## src/rtl/sipo_deserializer.sv

```systemverilog
// Serial-in parallel-out receiver: MSB-first bits framed by a start strobe, words held behind
// a valid/ready handshake with a sticky overrun flag. Define SIPO_PARITY_EN for even-parity check.
module sipo_deserializer #(
    parameter int unsigned DATA_WIDTH = 16
) (
    input  logic                  clk,
    input  logic                  reset,
    input  logic                  serial_in,
    input  logic                  serial_valid,
    input  logic                  frame,
    output logic [DATA_WIDTH-1:0] parallel_out,
    output logic                  out_valid,
    input  logic                  out_ready,
    output logic                  overrun,
    input  logic                  overrun_clr,
    output logic                  parity_err
);

    localparam int unsigned CntW = $clog2(DATA_WIDTH + 1);

    localparam logic [1:0] StIdle   = 2'd0;
    localparam logic [1:0] StShift  = 2'd1;
`ifdef SIPO_PARITY_EN
    localparam logic [1:0] StParity = 2'd2;
`endif

    logic [1:0]            state_q, state_d;
    logic [CntW-1:0]       cnt_q, cnt_d;
    logic [DATA_WIDTH-1:0] shift_q, shift_d;
    logic [DATA_WIDTH-1:0] word;
    logic                  commit;

    logic [DATA_WIDTH-1:0] data_q, data_d;
    logic                  valid_q, valid_d;
    logic                  overrun_q, overrun_d;
    logic                  accept, drop;

`ifdef SIPO_PARITY_EN
    logic word_perr;
    logic perr_q, perr_d;
`endif

    // A framed bit restarts the word from any state, so it is handled ahead of the state decode.
    always_comb begin
        state_d = state_q;
        cnt_d   = cnt_q;
        shift_d = shift_q;
        word    = shift_q;
        commit  = 1'b0;
`ifdef SIPO_PARITY_EN
        word_perr = 1'b0;
`endif
        if (serial_valid && frame) begin
            shift_d = {{(DATA_WIDTH-1){1'b0}}, serial_in};
            cnt_d   = CntW'(1);
            state_d = StShift;
        end else if (serial_valid) begin
            case (state_q)
                StShift: begin
                    shift_d = {shift_q[DATA_WIDTH-2:0], serial_in};
                    cnt_d   = cnt_q + CntW'(1);
                    if (cnt_q == CntW'(DATA_WIDTH - 1)) begin
                        cnt_d = '0;
`ifdef SIPO_PARITY_EN
                        state_d = StParity;
`else
                        commit  = 1'b1;
                        word    = shift_d;
                        state_d = StIdle;
`endif
                    end
                end
`ifdef SIPO_PARITY_EN
                StParity: begin
                    commit    = 1'b1;
                    word      = shift_q;
                    word_perr = ^{shift_q, serial_in};
                    state_d   = StIdle;
                end
`endif
                default: ;
            endcase
        end
    end

    // A word may land in the same cycle the held one is consumed.
    always_comb begin
        accept    = commit && (!valid_q || out_ready);
        drop      = commit && !accept;
        data_d    = accept ? word : data_q;
        valid_d   = accept ? 1'b1 : (valid_q && !out_ready);
        overrun_d = drop | (overrun_q & ~overrun_clr);
`ifdef SIPO_PARITY_EN
        perr_d    = accept ? word_perr : perr_q;
`endif
    end

    always_ff @(posedge clk) begin
        if (reset) begin
            state_q   <= StIdle;
            cnt_q     <= '0;
            shift_q   <= '0;
            data_q    <= '0;
            valid_q   <= 1'b0;
            overrun_q <= 1'b0;
        end else begin
            state_q   <= state_d;
            cnt_q     <= cnt_d;
            shift_q   <= shift_d;
            data_q    <= data_d;
            valid_q   <= valid_d;
            overrun_q <= overrun_d;
        end
    end

`ifdef SIPO_PARITY_EN
    always_ff @(posedge clk) begin
        if (reset) begin
            perr_q <= 1'b0;
        end else begin
            perr_q <= perr_d;
        end
    end

    assign parity_err = perr_q;
`else
    assign parity_err = 1'b0;
`endif

    assign parallel_out = data_q;
    assign out_valid    = valid_q;
    assign overrun      = overrun_q;

endmodule

```

## config.mk

```make
export PLATFORM = sky130hd
export DESIGN_NAME = sipo_deserializer
export DESIGN_NICKNAME = d
export VERILOG_FILES = /design/src/rtl/sipo_deserializer.sv
export SDC_FILE = /design/constraint.sdc
export NUM_CORES = 1
export LEC_CHECK = 0
export ABC_AREA = 1
export CAP_MARGIN = 40
export CORE_UTILIZATION = 55
export CTS_CLUSTER_SIZE = 14
export DETAILED_ROUTE_END_ITERATION = 12
export PLACE_DENSITY = 0.87
export SYNTH_ARGS = -nofsm -noshare
export SYNTH_HDL_FRONTEND = slang
export SYNTH_SLANG_ARGS = --single-unit
```

## constraint.sdc

```tcl
create_clock -name clk -period 2.3 [get_ports clk]
set_input_delay 0.46 -clock clk [delete_from_list [all_inputs] [get_ports clk]]
set_output_delay 0.46 -clock clk [all_outputs]
set_load 0.05 [all_outputs]
```

# After elaboration in Yosys (flattened, before gate mapping)
# Cells that the tools add are included.
# totals
inputBits	7
out_inout_bits	19
elab_cells	48
reg_bits	40
# op_classes
reduce_logical	15
n_addsub	1
n_mux	20
bitwise	3
n_eq_ne	1
# op_table
cell	n
2-to-1 mux 16 bit	4
2-to-1 mux 1 bit	15
nonzero test 2 bit	3
adder 5 x 1 -> 5 bit (second input constant)	1
== test 5 x 4 -> 1 bit (second input constant)	1
2-to-1 mux 5 bit	1
logical AND 1 bit	4
AND reduction 2 bit	2
zero test 1 bit	3
AND reduction 3 bit	1
OR reduction 2 bit	1
bitwise AND 1 bit	1
logical OR 1 bit	1
inverter 1 bit	1
OR 1 bit	1

# Longest topological paths before layout
# Gate-level depths: netlist (run 1).
# logic_depth
word_depth	9
ltp_mapped	8
mapped_depth_nobuf	7

# Worst setup path after synthesis (run 1)
# OpenSTA, ideal clock, no wires.
# synth_path
kind	register -> register
startpoint	register valid_q (netlist: out_valid)
endpoint	register data_q[10] (netlist: parallel_out[10])
required_time_ns	2.236
setup_slack_ns	0.963
n_path_buf	1
setup_ns	0.064
t_arrival_ns	1.273
stages_incl_launch_ff	6
cell_sequence	dfxtp_1 > nand2_1 > nand4_4 > buf_2 > nor2_1 > nor2_1
# synth_via
elab_chain_len	3
# synth_rtl
element	line_no	rtl
from (decl)	34	logic valid_q, valid_d;
from (signal assigned)	111	valid_q <= valid_d;
zero test 1 bit	88	accept = commit && (!valid_q || out_ready);
logical OR 1 bit	88	
logical AND 1 bit	88	
to (signal assigned)	110	data_q <= data_d;
to (decl)	33	logic [DATA_WIDTH-1:0] data_q, data_d;
# No other way between the ends.
# A chain may end at the register's enable or synchronous reset.

# Final worst setup path (run 1)
# layout_path
startpoint	register valid_q (netlist: out_valid)
endpoint	output out_valid
# layout_lines
element	line_no	rtl
to (decl)	12	output logic out_valid,
# No word-level cell between the ends.

==> impl_results.md, run 1 <==
* Min Hold Slack at 0.4745 ns
* Worst Path Arrival at 1.51 ns
* Post-Syn Area at 0.001567 mm2
* Area contributors post-synth: dfxtp_1 50%, nand2_1 16%, nor2_1 9.1%, a21oi_1 6.4%, inv_1 5.8%
* Hold Crit Class: flip-flop to flip-flop
* Adder-cell share of the synthesized area at 0.7987%
* First-pass GRT wire length at 4781 um
* Top Layer Used: met4
* Final WS setup at 0.3325 ns
* Largest net degree at the start of global routing at 33
* Die area at 0.003066 mm2
* Initial core utilization at 60.48%
* Compound-cell area share of the yosys netlist at 7.827%
* Req. time, crit path at 1.84 ns
* Post-Syn Instances at 217
* Avg Vias per Cell at 4.849
* DR iter-0 viols at 23
* Routed wire per std cell at 9.945 um
* Final setup fails at 0
* I/O pin total at 26
* Worst-path maximum fanout at 2
* CP Launch Type: flip-flop
* Top cell type by total area after synthesis: dfxtp_1
* Drt total wl at 2705 um
* Crit share post-route at 85.55%
* Placed Cells at 264
* Final min period at 1.968 ns
* Wl on met1 at 1262 um
* Status: finished clean
* Synthesis Warnings at 0
* Worst reg-to-reg setup slack at 0.64 ns
* CP Capture Type: primary output
* IO Port Bufs at 24
* Met2 wire length at 1286 um
* Worst setup path start: out_valid
* Cell at the slowest stage of the critical path: clkdlybuf4s50_1
* Worst-skew pair later-pin latency at 0.34 ns
* Unrepaired setup endpoints after global routing: false
* Post-synthesis sequential area ratio at 49.84%
* GRT Total Usage at 19.87%
* Post-CTS setup repair buffer count at 0
* Clock Tree Root: clkbuf_4
* # fillers at 208
* CP bufs+invs at 1
* Vias in the first global route at 1147
* Initial antenna violation count at 0
* Dpl hpwl at 1804 um
* CTS H-Tree Depth at 2
* CP max stage delay at 0.81 ns
* Syn nets at 225
* Worst Hold Path EP: shift_q[14]
* Skew final at 0.009464 ns
* Post-DRT Antenna Nets at 0
* Area added between synthesis and finish at 20.21%
* Placer congestion estimate at 0.7991
* Max cap viols at 0
* Sink Count at 39
* Die width at 55.37 um
* N_diodes at 0
* Syn avg cell area at 7.219 um2
* Synth Area in XOR/XNOR at 0.5591%
* Largest family of logic cells by synthesized area: simple AND/OR/NAND/NOR gates
* Post-CTS resize count at 0
* DRC viols at 0
* Netlist cell types at 22
* Mux contribution to synthesized area at 0%
* Final hold vios at 0
* Peak VDD IR at 0.6680 mV
* Grt total ovfl at 0
* CTS tree: done
* Flops & latches, synth at 39
* Core Area at 0.002590 mm2
* Num CTS Buffers at 5
* Dpl ws at 0.2280 ns
* Non-Filler Instances at 272
* Crit Path Class: flip-flop to primary output
* Reg2reg end: parallel_out[11]
* Via Count at 1319
* Hold-critical path depth at 2
* TNS Setup at 0 ns
* Hold buffers post-CTS at 0
* Longest Clk Path Bufs at 2
* Drt first pass iters at 4
* Max Freq at 508.2 MHz
* Lkg Pwr at 0.0008478 uW
* Clk slew on worst S/H paths at 0.11 ns
* Simple-gate share of the synthesized area at 30.27%
* Layout cells sized above 1 at 6.198%
* Hold Crit Start: shift_q[14]
* Largest delay contributor family on the critical path: buffers and inverters
* Slew Viols, Final at 0
* Pwr Density at 642.4 mW/mm2
* Critical-path cell list: clkdlybuf4s50_1
* R2r startpoint: cnt_q[0]
* DR WL met3 at 110 um
* Final-stage net count at 249
* R2R depth at 6
* DIE HEIGHT at 55.37 um
* Row count at 18
* Top cell type's share of synthesized area at 49.84%
[layer usage]
layer / track usage [%] / vias up
met5: 0 / -
li1: - / 702
met2: 33.56 / 31
met3: 6.323 / 6
met4: 8.214 / 0
met1: 23.15 / 580
[flip-flops by register name, indices dropped and copies added, names as in the netlist]
| name | count |
|---|---|
| cnt_q | 5 |
| out_valid | 1 |
| overrun | 1 |
| parallel_out | 16 |
| shift_q | 15 |
| state_q | 1 |
[cell type report]
class / count / area [um2] / area share [%]
clock buffers: 6 / 51.30 / 2.724
repair buffers: 26 / 255.2 / 13.55
clock inverters: 2 / 35.03 / 1.860
flip-flops and latches: 39 / 780.7 / 41.46
well taps: 30 / 37.54 / 1.993
inverters: 27 / 101.3 / 5.382
multi-input cells: 142 / 621.8 / 33.02
[synthesized netlist by cell type, drive strengths merged]
cell type and n:
nand2 68, dfxtp 39, nor2 39, inv 26
a21oi 20, buf 9, nor3 3, o21ai 3
nand3 2, nand4 2, clkinv 1, conb 1
ha 1, nand3b 1, o211ai 1, xnor2 1
[through the flow]
step | power [uW] | util (%) | instance area, um2
6_report | 1210 | 72.71 | 1883
5_1_grt | 1262 | 72.71 | 1883
3_3_place_gp | 750.4 | 69.37 | 1797
3_5_place_dp | 751.5 | 69.37 | 1797
2_1_floorplan | 733.3 | - | 1567
4_1_cts | 1220 | 72.71 | 1883
[power by group]
| part | total [uW] | internal [uW] | leakage [uW] | switching, uW |
|---|---|---|---|---|
| Clock | 473 | 257 | 0.0000482 | 216 |
| Combinational | 52.2 | 17.9 | 0.000485 | 34.2 |
| Sequential | 684 | 680 | 0.000315 | 4.13 |
| Total | 1210 | 955 | 0.000848 | 255 |
[worst max-delay path by stage]
stage / end / slack (ns) / cells past startpoint
after floorplan: parallel_out[10] / 0.96 / 5
after global placement: parallel_out[0] / 0.30 / 6
after detailed placement: parallel_out[11] / 0.23 / 6
after CTS: out_valid / 0.32 / 1
after global routing: parallel_out[11] / 0.28 / 1
final: out_valid / 0.33 / 1
[logic make-up after synthesis]
logic type / after synthesis
AO/OA/AOI/OAI: 24
XOR/XNOR: 1
adder cells (fa/ha/maj): 1
buffers and inverters: 36
flip-flops: 39
other: 1
AND/OR/NAND/NOR: 115
[layout by cell type (no fill, tap or decap)]
| master | count |
|---|---|
| nand3_1 | 1 |
| nand4_1 | 1 |
| nand3b_1 | 1 |
| inv_1 | 24 |
| nand4_4 | 1 |
| bufinv_16 | 1 |
| nor2_1 | 38 |
| nor2_4 | 1 |
| xnor2_1 | 1 |
| dfxtp_1 | 39 |
| buf_4 | 2 |
| o211ai_1 | 1 |
| clkbuf_8 | 1 |
| ha_1 | 1 |
| clkinv_2 | 1 |
| clkdlybuf4s50_1 | 24 |
| a21oi_1 | 20 |
| nor3_1 | 3 |
| nand3_2 | 1 |
| inv_2 | 2 |
| conb_1 | 1 |
| clkbuf_4 | 5 |
| nand2_1 | 68 |
| clkinv_1 | 1 |
| o21ai_0 | 3 |
Power figures use the tool's default switching activity.
==> inputs of run 2 (changes only) <==
Settings changed: CORE_UTILIZATION 55 to 45, PLACE_DENSITY 0.87 to 0.74.
==> impl_results.md, run 2 (synthesis results as in run 1) <==
* Clock share of power at 39.2% (about the same)
* Max cap viols at 0 (unchanged)
* Final instance area at 0.001903 mm2 (+1.1%)
* Max FFs per register at 16 (unchanged)
* Pwr Density at 636.4 mW/mm2 (-0.93%)
* CP Launch Type: flip-flop
* Layout cells sized above 1 at 6.198% (unchanged)
* Commonest non-fill, non-tap cell in the layout: nand2_1
* Routed wire per std cell at 9.313 um (-6.4%)
* Least-Margin Pin Slew at 0.4984 ns
* GRT Total Usage at 16.46% (-3.4 points)
* Req. time, crit path at 1.84 ns (about the same)
* Worst reg-to-reg setup slack at 0.67 ns (+0.03 ns)
* Via Count at 1306 (-0.99%)
* I/O pin total at 26 (unchanged)
* Die width at 61 um (+10%)
* Skew final at 0.01116 ns (+0.001696 ns)
* Row count at 21 (+3)
* R2R depth at 6 (unchanged)
* Worst Hold Path EP: shift_q[14]
* Final hold vios at 0 (unchanged)
* Drt first pass iters at 4 (unchanged)
* Worst Path Arrival at 1.50 ns (about the same)
* Switching share of total power at 21.15% (+0.092 points)
* Crit Path Class: flip-flop to primary output
* Dpl hpwl at 1760 um (-2.4%)
* Final min period at 1.959 ns (-0.008850 ns)
* Unrepaired setup endpoints after global routing: false
* Min Hold Slack at 0.4739 ns (-0.0006290 ns)
* Final Util at 57.03% (-16 points)
* Hold-critical path depth at 2 (unchanged)
* Hold Crit Start: shift_q[14]
* Initial antenna violation count at 0 (unchanged)
* Sequential Power Share at 56.5% (about the same)
* Drt total wl at 2682 um (-0.85%)
* Worst-path maximum fanout at 2 (unchanged)
* Cell at the slowest stage of the critical path: clkdlybuf4s50_1
* Relative slew slack at 66.67%
* Hold buffers post-CTS at 0 (unchanged)
* Lkg Pwr at 0.0008478 uW (unchanged)
* Clk slew on worst S/H paths at 0.12 ns (about the same)
* Status: finished clean
* DIE HEIGHT at 61 um (+10%)
* Placer congestion estimate at 0.7657 (-4.2%)
* Final-stage net count at 249 (unchanged)
* Final setup fails at 0 (unchanged)
* CP max stage delay at 0.80 ns (about the same)
* DRC viols at 0 (unchanged)
* CP bufs+invs at 1 (unchanged)
* Initial core utilization at 46.94% (-14 points)
* Slew Viols, Final at 0 (unchanged)
* CTS tree: done
* Area added between synthesis and finish at 21.49%
* Clock Tree Root: clkbuf_4
* Peak VDD IR at 0.3628 mV (-46%)
* Post-DRT Antenna Nets at 0 (unchanged)
* DP Area at 0.001817 mm2 (+1.1%)
* DR iter-0 viols at 77 (+230%)
* Sink Count at 39 (unchanged)
* Largest delay contributor family on the critical path: buffers and inverters
* CP Capture Type: primary output
* Largest net degree at the start of global routing at 33 (unchanged)
* Net Sw Power at 256.2 uW (+0.56%)
* IO Port Bufs at 24 (unchanged)
* TNS Setup at 0 ns (unchanged)
* Die area at 0.003721 mm2 (+21%)
* Reg2reg end: parallel_out[15]
* P_int at 955.0 uW (about the same)
* Critical-path cell list: clkdlybuf4s50_1
* Tot Pwr at 1211 uW (+0.13%)
* R2r startpoint: cnt_q[0]
* CTS H-Tree Depth at 2 (unchanged)
* First-pass GRT wire length at 4491 um (-6.1%)
* Num CTS Buffers at 5 (unchanged)
* Worst-skew pair later-pin latency at 0.34 ns (about the same)
* Vias in the first global route at 1041 (-9.2%)
* Grt total ovfl at 0 (unchanged)
* Max Freq at 510.5 MHz (+0.45%)
* Post-CTS setup repair buffer count at 0 (unchanged)
* Longest Clk Path Bufs at 2 (unchanged)
* Core Area at 0.003337 mm2 (+29%)
* Hold Crit Class: flip-flop to flip-flop
* Avg Vias per Cell at 4.535 (-6.5%)
* Crit share post-route at 85.16% (-0.38 points)
* N_diodes at 0 (unchanged)
* Post-CTS resize count at 0 (unchanged)
* Logic pwr share at 4.3% (about the same)
* Most frequent cells in the layout: 68 x nand2_1, 39 x dfxtp_1, 38 x nor2_1
* # fillers at 334 (+61%)
run 2: power by group through the flow:
stage | combinational [uW] | clock (uW) | sequential, uW
finish | 52.2 | 475 | 684
detailed placement | 52.5 | 0 | 699
floorplan | 35.0 | 0 | 698
CTS | 52.6 | 485 | 684
global route | 59.0 | 522 | 685
global placement | 52.1 | 0 | 699
run 2: per-stage QoR:
step	std cells	setup slack [ns]
2_1_floorplan	217	0.9629
3_3_place_gp	280	0.3060
3_5_place_dp	280	0.3122
4_1_cts	288	0.3210
5_1_grt	288	0.2743
6_report	288	0.3413
run 2: how the worst max path moves through the flow:
stage | startpoint | end | slack (ns) | depth (start not counted)
after detailed placement | serial_valid | parallel_out[12] | 0.31 | 6
final | parallel_out[6] | parallel_out[6] | 0.34 | 1
after global routing | parallel_out[6] | parallel_out[6] | 0.27 | 1
after global placement | serial_valid | parallel_out[12] | 0.31 | 6
after CTS | parallel_out[6] | parallel_out[6] | 0.32 | 1
after floorplan | out_valid | parallel_out[10] | 0.96 | 5
run 2: final cells by class:
| cell class | count | area (um2) | area share (%) |
|---|---|---|---|
| flip-flops and latches | 39 | 780.7 | 41.03 |
| clock inverters | 2 | 35.03 | 1.841 |
| multi-input cells | 142 | 621.8 | 32.68 |
| clock buffers | 6 | 51.30 | 2.696 |
| inverters | 27 | 101.3 | 5.325 |
| well taps | 46 | 57.56 | 3.024 |
| repair buffers | 26 | 255.2 | 13.41 |
run 2: routing by layer:
layer  track usage (%)  wire length, um  vias up
met5                 0                0        -
met1             22.25             1349      570
met4             7.792               53        0
met3             3.838               85        6
met2             24.80             1194       27
li1                  -                -      703
